$ cat src/rtl/kbd_matrix_if.sv
// kbd_matrix_if: host key-event channel into the keyboard matrix.
// Valid/ready push plus a one-cycle clear/flush request.
interface kbd_matrix_if;
  logic       EV_VALID;
  logic       EV_READY;
  logic [6:0] EV_CODE;
  logic       EV_MAKE;
  logic       EV_CLR;

  modport master (
    output EV_VALID,
    output EV_CODE,
    output EV_MAKE,
    output EV_CLR,
    input  EV_READY
  );

  modport slave (
    input  EV_VALID,
    input  EV_CODE,
    input  EV_MAKE,
    input  EV_CLR,
    output EV_READY
  );
endinterface

$ cat src/rtl/kbd_matrix.sv
// kbd_matrix: host-driven 16x8 key matrix behind an event FIFO.
// Breaks wait out a hold time so short taps are still scanned.
module kbd_matrix #(
  parameter logic [15:0] HOLD_CYC   = 16'd50000,
  parameter int          FIFO_DEPTH = 4
) (
  input  logic         CLK,
  input  logic         RST_n,
  kbd_matrix_if.slave  ev,
  input  logic [3:0]   ROW_SEL,
  input  logic         STROBE,
  output logic [7:0]   COL_n,
  output logic         ANY_KEY
);

  localparam int AW = $clog2(FIFO_DEPTH);

  typedef enum logic [1:0] {
    IDLE,
    APPLY,
    WAIT
  } state_t;

  state_t           r_state;
  state_t           w_next;
  logic [15:0][7:0] r_mat;
  logic [7:0]       r_mem [FIFO_DEPTH];
  logic [AW:0]      r_wp;
  logic [AW:0]      r_rp;
  logic [15:0]      r_hold;
  logic             r_live;
  logic [7:0]       r_col;
  logic             r_any;

  logic       w_empty;
  logic       w_full;
  logic       w_push;
  logic       w_pop;
  logic       w_set;
  logic       w_rel;
  logic       w_load;
  logic [7:0] w_head;
  logic [3:0] w_row;
  logic [2:0] w_col;
  logic       w_make;

  assign w_empty = (r_wp == r_rp);
  assign w_full  = (r_wp[AW] != r_rp[AW]) &&
                   (r_wp[AW-1:0] == r_rp[AW-1:0]);

  // r_live keeps READY low until the first edge out of reset
  assign ev.EV_READY = r_live & ~w_full & ~ev.EV_CLR;
  assign w_push      = ev.EV_VALID & ev.EV_READY;

  assign w_head = r_mem[r_rp[AW-1:0]];
  assign w_row  = w_head[7:4];
  assign w_col  = w_head[3:1];
  assign w_make = w_head[0];

  assign COL_n   = r_col;
  assign ANY_KEY = r_any;

  // event storage, {code, make} per entry
  always_ff @(posedge CLK) begin
    if (w_push)
      r_mem[r_wp[AW-1:0]] <= {ev.EV_CODE, ev.EV_MAKE};
  end

  // FIFO pointers with wrap bit; clear flushes
  always_ff @(posedge CLK or posedge RST_n) begin
    if (RST_n) begin
      r_wp <= '0;
      r_rp <= '0;
    end else if (ev.EV_CLR) begin
      r_wp <= '0;
      r_rp <= '0;
    end else begin
      if (w_push)
        r_wp <= r_wp + 1'b1;
      if (w_pop)
        r_rp <= r_rp + 1'b1;
    end
  end

  // FSM state register
  always_ff @(posedge CLK or posedge RST_n) begin
    if (RST_n)
      r_state <= IDLE;
    else if (ev.EV_CLR)
      r_state <= IDLE;
    else
      r_state <= w_next;
  end

  // FSM next state and apply strobes
  always_comb begin
    w_next = r_state;
    w_pop  = 1'b0;
    w_set  = 1'b0;
    w_rel  = 1'b0;
    w_load = 1'b0;
    unique case (r_state)
      IDLE: begin
        if (!w_empty)
          w_next = APPLY;
      end
      APPLY: begin
        if (w_make) begin
          w_set  = 1'b1;
          w_load = 1'b1;
          w_pop  = 1'b1;
          w_next = IDLE;
        end else if (r_hold == 16'd0) begin
          w_rel  = 1'b1;
          w_pop  = 1'b1;
          w_next = IDLE;
        end else begin
          w_next = WAIT;
        end
      end
      WAIT: begin
        if (r_hold <= 16'd1)
          w_next = APPLY;
      end
      default: w_next = IDLE;
    endcase
  end

  // hold counter: load on make, else count down to 0
  always_ff @(posedge CLK or posedge RST_n) begin
    if (RST_n)
      r_hold <= '0;
    else if (ev.EV_CLR)
      r_hold <= '0;
    else if (w_load)
      r_hold <= HOLD_CYC;
    else if (r_hold != 16'd0)
      r_hold <= r_hold - 16'd1;
  end

  // key matrix; repeated make/break is harmless
  always_ff @(posedge CLK or posedge RST_n) begin
    if (RST_n)
      r_mat <= '0;
    else if (ev.EV_CLR)
      r_mat <= '0;
    else if (w_set)
      r_mat[w_row][w_col] <= 1'b1;
    else if (w_rel)
      r_mat[w_row][w_col] <= 1'b0;
  end

  // scan outputs, ready gate
  always_ff @(posedge CLK or posedge RST_n) begin
    if (RST_n) begin
      r_col  <= 8'hFF;
      r_any  <= 1'b0;
      r_live <= 1'b0;
    end else begin
      r_col  <= STROBE ? ~r_mat[ROW_SEL] : 8'hFF;
      r_any  <= |r_mat;
      r_live <= 1'b1;
    end
  end

endmodule
$ cat src/flat_wrapper.sv
// flat-port wrapper written by rule: the top's interface ports become plain ports
module kbd_matrix_flat 
#(
  parameter logic [15:0] HOLD_CYC   = 16'd50000,
  parameter int          FIFO_DEPTH = 4
)
  (CLK, RST_n, ROW_SEL, STROBE, COL_n, ANY_KEY, ev_EV_VALID, ev_EV_CODE, ev_EV_MAKE, ev_EV_CLR, ev_EV_READY);
  kbd_matrix_if ev_i ();
  input  logic CLK;
  input  logic RST_n;
  input  logic [3:0] ROW_SEL;
  input  logic STROBE;
  output logic [7:0] COL_n;
  output logic ANY_KEY;
  input wire logic [$bits(ev_i.EV_VALID)-1:0] ev_EV_VALID;
  input wire logic [$bits(ev_i.EV_CODE)-1:0] ev_EV_CODE;
  input wire logic [$bits(ev_i.EV_MAKE)-1:0] ev_EV_MAKE;
  input wire logic [$bits(ev_i.EV_CLR)-1:0] ev_EV_CLR;
  output wire logic [$bits(ev_i.EV_READY)-1:0] ev_EV_READY;
  assign ev_i.EV_VALID = ev_EV_VALID;
  assign ev_i.EV_CODE = ev_EV_CODE;
  assign ev_i.EV_MAKE = ev_EV_MAKE;
  assign ev_i.EV_CLR = ev_EV_CLR;
  assign ev_EV_READY = ev_i.EV_READY;
  kbd_matrix #(.HOLD_CYC(HOLD_CYC), .FIFO_DEPTH(FIFO_DEPTH)) u_core (.CLK(CLK), .RST_n(RST_n), .ev(ev_i), .ROW_SEL(ROW_SEL), .STROBE(STROBE), .COL_n(COL_n), .ANY_KEY(ANY_KEY));
endmodule
$ cat config.mk
export PLATFORM = sky130hd
export DESIGN_NAME = kbd_matrix_flat
export DESIGN_NICKNAME = d
export VERILOG_FILES = /design/src/rtl/kbd_matrix_if.sv /design/src/rtl/kbd_matrix.sv /design/src/flat_wrapper.sv
export SDC_FILE = /design/constraint.sdc
export NUM_CORES = 1
export LEC_CHECK = 0
export BUFFER_PORTS_ARGS = -buffer_cell sky130_fd_sc_hd__buf_2
export CAP_MARGIN = 10
export CORE_ASPECT_RATIO = 2
export CORE_MARGIN = 3
export CORE_UTILIZATION = 63
export CTS_CLUSTER_DIAMETER = 100
export DETAILED_ROUTE_END_ITERATION = 10
export PLACE_DENSITY = 0.8
export REMOVE_ABC_BUFFERS = 1
export SETUP_SLACK_MARGIN = 0.05
export SLEW_MARGIN = 20
export SYNTH_ARGS = -nofsm -noshare
export SYNTH_HDL_FRONTEND = slang
export SYNTH_SLANG_ARGS = --single-unit
$ cat constraint.sdc
create_clock -name CLK -period 6.1 [get_ports CLK]
set_input_delay 0.61 -clock CLK [delete_from_list [all_inputs] [get_ports CLK]]
set_output_delay 0.61 -clock CLK [all_outputs]
set_load 0.1 [all_outputs]
# Yosys cells after proc, flatten, opt, wreduce, memory -nomap -nowiden
# Memories as Yosys holds them, arrays and structs flattened.
# Index checks and enable logic that the tools add are counted.
# word_totals
reg_bits,162
mem_bits_rw,32
inputBits,17
output_inout_bits,10
word_cells,93
mem_count,1
# memory_table
name,words,word_bits,read_ports,rd_clocked_by_memory_dff,wr,line,rtl
u_core.r_mem,4,8,1,0,1,kbd_matrix.sv:27,logic [7:0] r_mem [FIFO_DEPTH];
# classes
add_sub_neg,3
magnitude_cmp,6
n_eq_ne,7
muxes,32
n_bitwise,9
reduce_logical,12
# ops
cell,n
128-bit two-way mux,3
128-bit bitwise AND,1
128-bit NOT,1
128-bit bitwise OR,1
128-bit OR reduction,1
16-bit two-way mux,3
8-bit binary-select mux with 4-bit select,1
8-bit demux with 4-bit select,1
8-bit two-way mux,3
"16-bit by 1-bit less-or-equal comparator with 1-bit output, second input constant",1
16-bit logical NOT,1
16-bit nonzero test,1
"16-bit by 1-bit subtractor with 16-bit output, second input constant",1
3-bit two-way mux,4
"4-bit by 5-bit < comparator with 1-bit output, second input constant",2
1-bit two-way mux,10
2-bit two-way mux,5
8-bit NOT,1
"3-bit by 1-bit adder with 3-bit output, second input constant",2
2-bit one-hot mux with 3 select lines,1
3-bit nonzero test,2
"4-bit by 1-bit greater-or-equal comparator with 1-bit output, second input constant",1
"3-bit by 4-bit < comparator with 1-bit output, second input constant",1
2-bit nonzero test,2
other kinds (14),19

# Longest topological paths before layout
# An unclocked memory read counts as a cell.
# logic_depth
word_depth,12
depth_mapped,10
depth_no_buf,6

# Worst setup path before layout
# No wires, ideal clock.
# synth_path
path_kind,register -> register
startpoint,register u_core.r_rp[0]
endpoint,register u_core.r_wp[2]
setup_ps,119
arrival_ps,4223
t_required_ps,5981
slack_ps,1758
path_stages_with_launch,7
path_buffers,1
synth_period_minus_slack_ps,4342
cell_sequence,dfrtp_1 -> buf_6 -> xnor2_1 -> a311oi_1 -> and3_1 -> xor2_1 -> and2_1
# synth_via
elab_chain_len,7
# synth_rtl
element,line,rtl
"start, declared",kbd_matrix.sv:29,logic [AW:0] r_rp;
"start signal, assigned",kbd_matrix.sv:81,r_rp <= r_rp + 1'b1;
2-bit equality test,kbd_matrix.sv:49,(r_wp[AW-1:0] == r_rp[AW-1:0]);
1-bit logical AND,kbd_matrix.sv:48,assign w_full = (r_wp[AW] != r_rp[AW]) &&
1-bit NOT,kbd_matrix.sv:52,assign ev.EV_READY = r_live & ~w_full & ~ev.EV_CLR;
1-bit bitwise AND (2 in series),kbd_matrix.sv:52,
net ev_EV_READY,flat_wrapper.sv:19,output wire logic [$bits(ev_i.EV_READY)-1:0] ev_EV_READY;
1-bit bitwise AND,kbd_matrix.sv:53,assign w_push = ev.EV_VALID & ev.EV_READY;
2-bit nonzero test (no source line),-,
"end signal, assigned",kbd_matrix.sv:79,r_wp <= r_wp + 1'b1;
"end, declared",kbd_matrix.sv:28,logic [AW:0] r_wp;
# The timed path passes the listed nets, and every way through them passes these cells.
# A chain may end at the register's enable or synchronous reset.

# Worst setup path after layout
# layout_path
startpoint,register u_core.r_rp[0]
endpoint,register u_core.r_mat[127] in the netlist's numbering
# layout_via
elab_chain_len,12
elab_cells_between_ends,22
cone_classes,order compare (4); mux (11); bitwise (3); reduce/logical (3); memory (1)
# layout_rtl
element,line,rtl
memory read 4 x 8 bit (*),-,
3-bit by 4-bit < comparator with 1-bit output (implied by the code) or 3-bit by 1-bit greater-or-equal comparator with 1-bit output (tied branches),"kbd_matrix.sv:148, kbd_matrix.sv:150",
1-bit logical AND (implied by the code),"kbd_matrix.sv:148, kbd_matrix.sv:150",
1-bit two-way mux (implied by the code),"kbd_matrix.sv:148, kbd_matrix.sv:150",
1-bit demux with 3-bit select,-,
8-bit two-way mux (implied by the code),"kbd_matrix.sv:148, kbd_matrix.sv:150",
8-bit demux with 4-bit select,-,
128-bit NOT (no source line),-,
128-bit bitwise AND (no source line),-,
128-bit two-way mux,kbd_matrix.sv:149,else if (w_rel)
128-bit two-way mux,kbd_matrix.sv:147,else if (w_set)
128-bit two-way mux,kbd_matrix.sv:145,else if (ev.EV_CLR)
"end signal, assigned",kbd_matrix.sv:146,r_mat <= '0;
"end signal, assigned by index",kbd_matrix.sv:148,r_mat[w_row][w_col] <= 1'b1;
"end signal, assigned by index",kbd_matrix.sv:150,r_mat[w_row][w_col] <= 1'b0;
"end, declared",kbd_matrix.sv:26,logic [15:0][7:0] r_mat;
# Mark *: on every way between the ends. The rest lies on a longest branch, timed or not. The select of a mux whose other input is x is not followed.

==> impl_metrics.tcl <==
set metrics [dict create \
    grt_pass1_vias 8354 \
    critPathBufInv 2 \
    io_pins 27 \
    vdd_drop_max_uv 286 \
    start_kind "flop" \
    drtIter0Drc 975 \
    hold_viol 0 \
    worst_slew_margin_rel_pct 36.1 \
    cts_buffer_depth 2 \
    tns_ns 0 \
    clock-sinks 194 \
    power_frac_clock_pct 34.4 \
    start_util_pct 64.7 \
    synth_edf_count 32 \
    postSynthCellCount 930 \
    critPathMaxFanout 65 \
    endpoint_kind "flop" \
    setup_viol 0 \
    finalClockSkew_ns 0.0169 \
    power_leakage_nw 4.04 \
    yosysMostFrequentCell "dfrtp_1" \
    hold_class "in -> async" \
    synthesis.area_um2 9990 \
    switchingPower_mw 1.09 \
    power_density_nw_per_um2 301 \
    first_pass_iters 6 \
    slowest_stage "dfrtp_1" \
    critPathRequiredTime_ns 6.45 \
    wl_per_cell_um 25.9 \
    cp_common_cell "buf_4" \
    cp_data_arrival_time_ns 3.68 \
    worstMarginPinSlew_ns 0.959 \
    vias 8244 \
    die_area_um2 17500 \
    holdBufCountCts 0 \
    rsz0062_at_grt "false" \
    area_delta_synth_final_pct 7.32 \
    clock_latency_ns 0.45 \
    cts_buffers 17 \
    p_int_mw 2.13 \
    slowest_delay_ns 0.71 \
    synth_ff_type "dfrtp_1" \
    clkTransAtPathRegs_ns 0.07 \
    die_y_um 184 \
    power_frac_comb_pct 21.6 \
    synthArstFlopShare_pct 83.5 \
    rows 64 \
    core_area_um2 15500 \
    fin_crit_ns 3.33 \
    cts_root_buf "clkbuf_16" \
    grt_pass1_wl_um 45700 \
    htree_levels 4 \
    grt_max_degree 108 \
    fmax_ghz 0.300 \
    antennaDiodeCount 0 \
    antenna_found_initial 0 \
    dp_hpwl_um 19800 \
    drive_gt1_share_pct 15.7 \
    synth.distinct_cells 56 \
    drv_cap 0 \
    synth_largest_area_cell "dfrtp_1" \
    drc 0 \
    fin_util_pct 69.4 \
    p_seq_share_pct 43.9 \
    status "finished, final reports clean" \
    worstSetupPathType "reg -> reg" \
    cp_top_family "buffers and inverters" \
    die_width_um 95.1 \
    ctsResizeCount 0 \
    synth_top_cell_area_share_pct 38.6 \
    port_buffers 26 \
    finalNetCount 940 \
    via_per_inst 7.32 \
    totalWireLength_um 29200 \
    period_share_pct 54.6 \
    slew_violations 0 \
    synthTopCellsByCount "dfrtp_1, nand2_1, a21oi_1" \
    ys_seq_area_share_pct 50.3 \
    cp_cell_sequence "mux4_2 -> a21oi_4 -> buf_4 -> buf_4 -> o311ai_0 -> o21ai_0" \
    synth.yosys.warnings 0 \
    synth_area_leaders "dfrtp_1, mux4_2, edfxtp_1" \
    groute.usage.overall_pct 35.2 \
    tritoncts "done" \
    ys_ff_latch 194 \
    ant_nets 0 \
    place_congestion 0.911 \
    switching_share_pct 33.8 \
    grt_overflow 0 \
    avgSynthCellArea_um2 10.7 \
    postCtsSetupBuffers 0 \
]
state kept, by name, indices dropped and copies added (netlist names):
name / flops
u_core.r_mem: 32
u_core.r_mat: 128
u_core.r_live: 1
u_core.COL_n: 8
u_core.ANY_KEY: 1
u_core.r_state: 2
u_core.r_hold: 16
u_core.r_wp: 3
u_core.r_rp: 3
layer usage:
| layer | vias up | track usage [%] | wire, µm |
|---|---|---|---|
| met2 | 560 | 59.3 | 15300 |
| met3 | 200 | 6.09 | 1890 |
| met5 | - | 0 | 0 |
| li1 | 3486 | - | - |
| met1 | 3998 | 37.8 | 9280 |
| met4 | 0 | 28.7 | 2720 |
kinds of logic after synthesis:
| family | synth area share [%] |
|---|---|
| simple gates | 14.6 |
| flops | 50.3 |
| compound gates | 18.1 |
| xor+xnor | 1.40 |
| fa+ha+maj | 1.00 |
| buf+inv | 3.38 |
| other cells | 0.0375 |
| mux | 11.2 |
path summary, 6_finish.rpt:
path                                      endpoint              from  depth (start not counted)  slack (ns)
worst max register to register   u_core.r_mat[127]    u_core.r_rp[0]                          6        2.77
worst min-delay path              u_core.r_mat[15]             RST_n                          2        0.35
max in group asynchronous         u_core.r_mat[94]             RST_n                          3        4.45
worst min register to register    u_core.r_hold[7]  u_core.r_hold[7]                          2        0.55
worst max-delay path             u_core.r_mat[127]    u_core.r_rp[0]                          6        2.77
min in group CLK                u_core.r_mem[3][5]     ev_EV_CODE[4]                          1        0.38
power groups by stage:
| stage | Clock [mW] | Sequential, mW | Combinational (mW) |
|---|---|---|---|
| 3_5_place_dp | 0 | 1.44 | 0.683 |
| 5_1_grt | 1.16 | 1.42 | 0.751 |
| 6_report | 1.11 | 1.42 | 0.698 |
| 3_3_place_gp | 0 | 1.44 | 0.676 |
| 2_1_floorplan | 0 | 1.44 | 0.455 |
| 4_1_cts | 1.12 | 1.41 | 0.687 |
stage by stage:
stage                     setup WS, ns  cell area, µm²  hold slack, ns  total power [mW]  cells
after floorplan                 -0.375            9690           0.511              1.90    863
after global placement            2.95           10100           0.531              2.12   1094
after detailed placement          2.90           10100           0.543              2.12   1094
after CTS                         2.80           10700           0.371              3.22   1126
after global routing              2.56           10700           0.379              3.34   1126
final                             2.77           10700           0.345              3.22   1126
cell type report:
| type | count | area, µm² |
|---|---|---|
| clock buffers | 19 | 464 |
| repair buffers | 33 | 189 |
| clock inverters | 13 | 116 |
| well taps | 198 | 248 |
| fillers | 1176 | 4730 |
| multi-input cells | 660 | 4640 |
| flip-flops and latches | 194 | 5020 |
| inverters | 9 | 38.8 |
layout by cell type, fill, tap and decap left out, drive strengths merged, types with 5 or more instances in the layout:
cell type | synthesis | routed
clkbuf | 42 | 19
nand4 | 11 | 11
buf | 25 | 33
ha | 8 | 8
a21oi | 118 | 118
nand2b | 9 | 9
dfrtp | 154 | 154
xnor2 | 14 | 14
edfxtp | 32 | 32
o21ai | 24 | 24
nor2 | 43 | 43
nand3 | 5 | 5
o311ai | 19 | 19
mux4 | 48 | 48
nor4 | 36 | 36
dfstp | 8 | 8
o31ai | 109 | 109
inv | 9 | 15
nor2b | 7 | 7
and2 | 6 | 6
and3 | 5 | 5
nand2 | 159 | 159
Power figures use the tool's default switching activity.
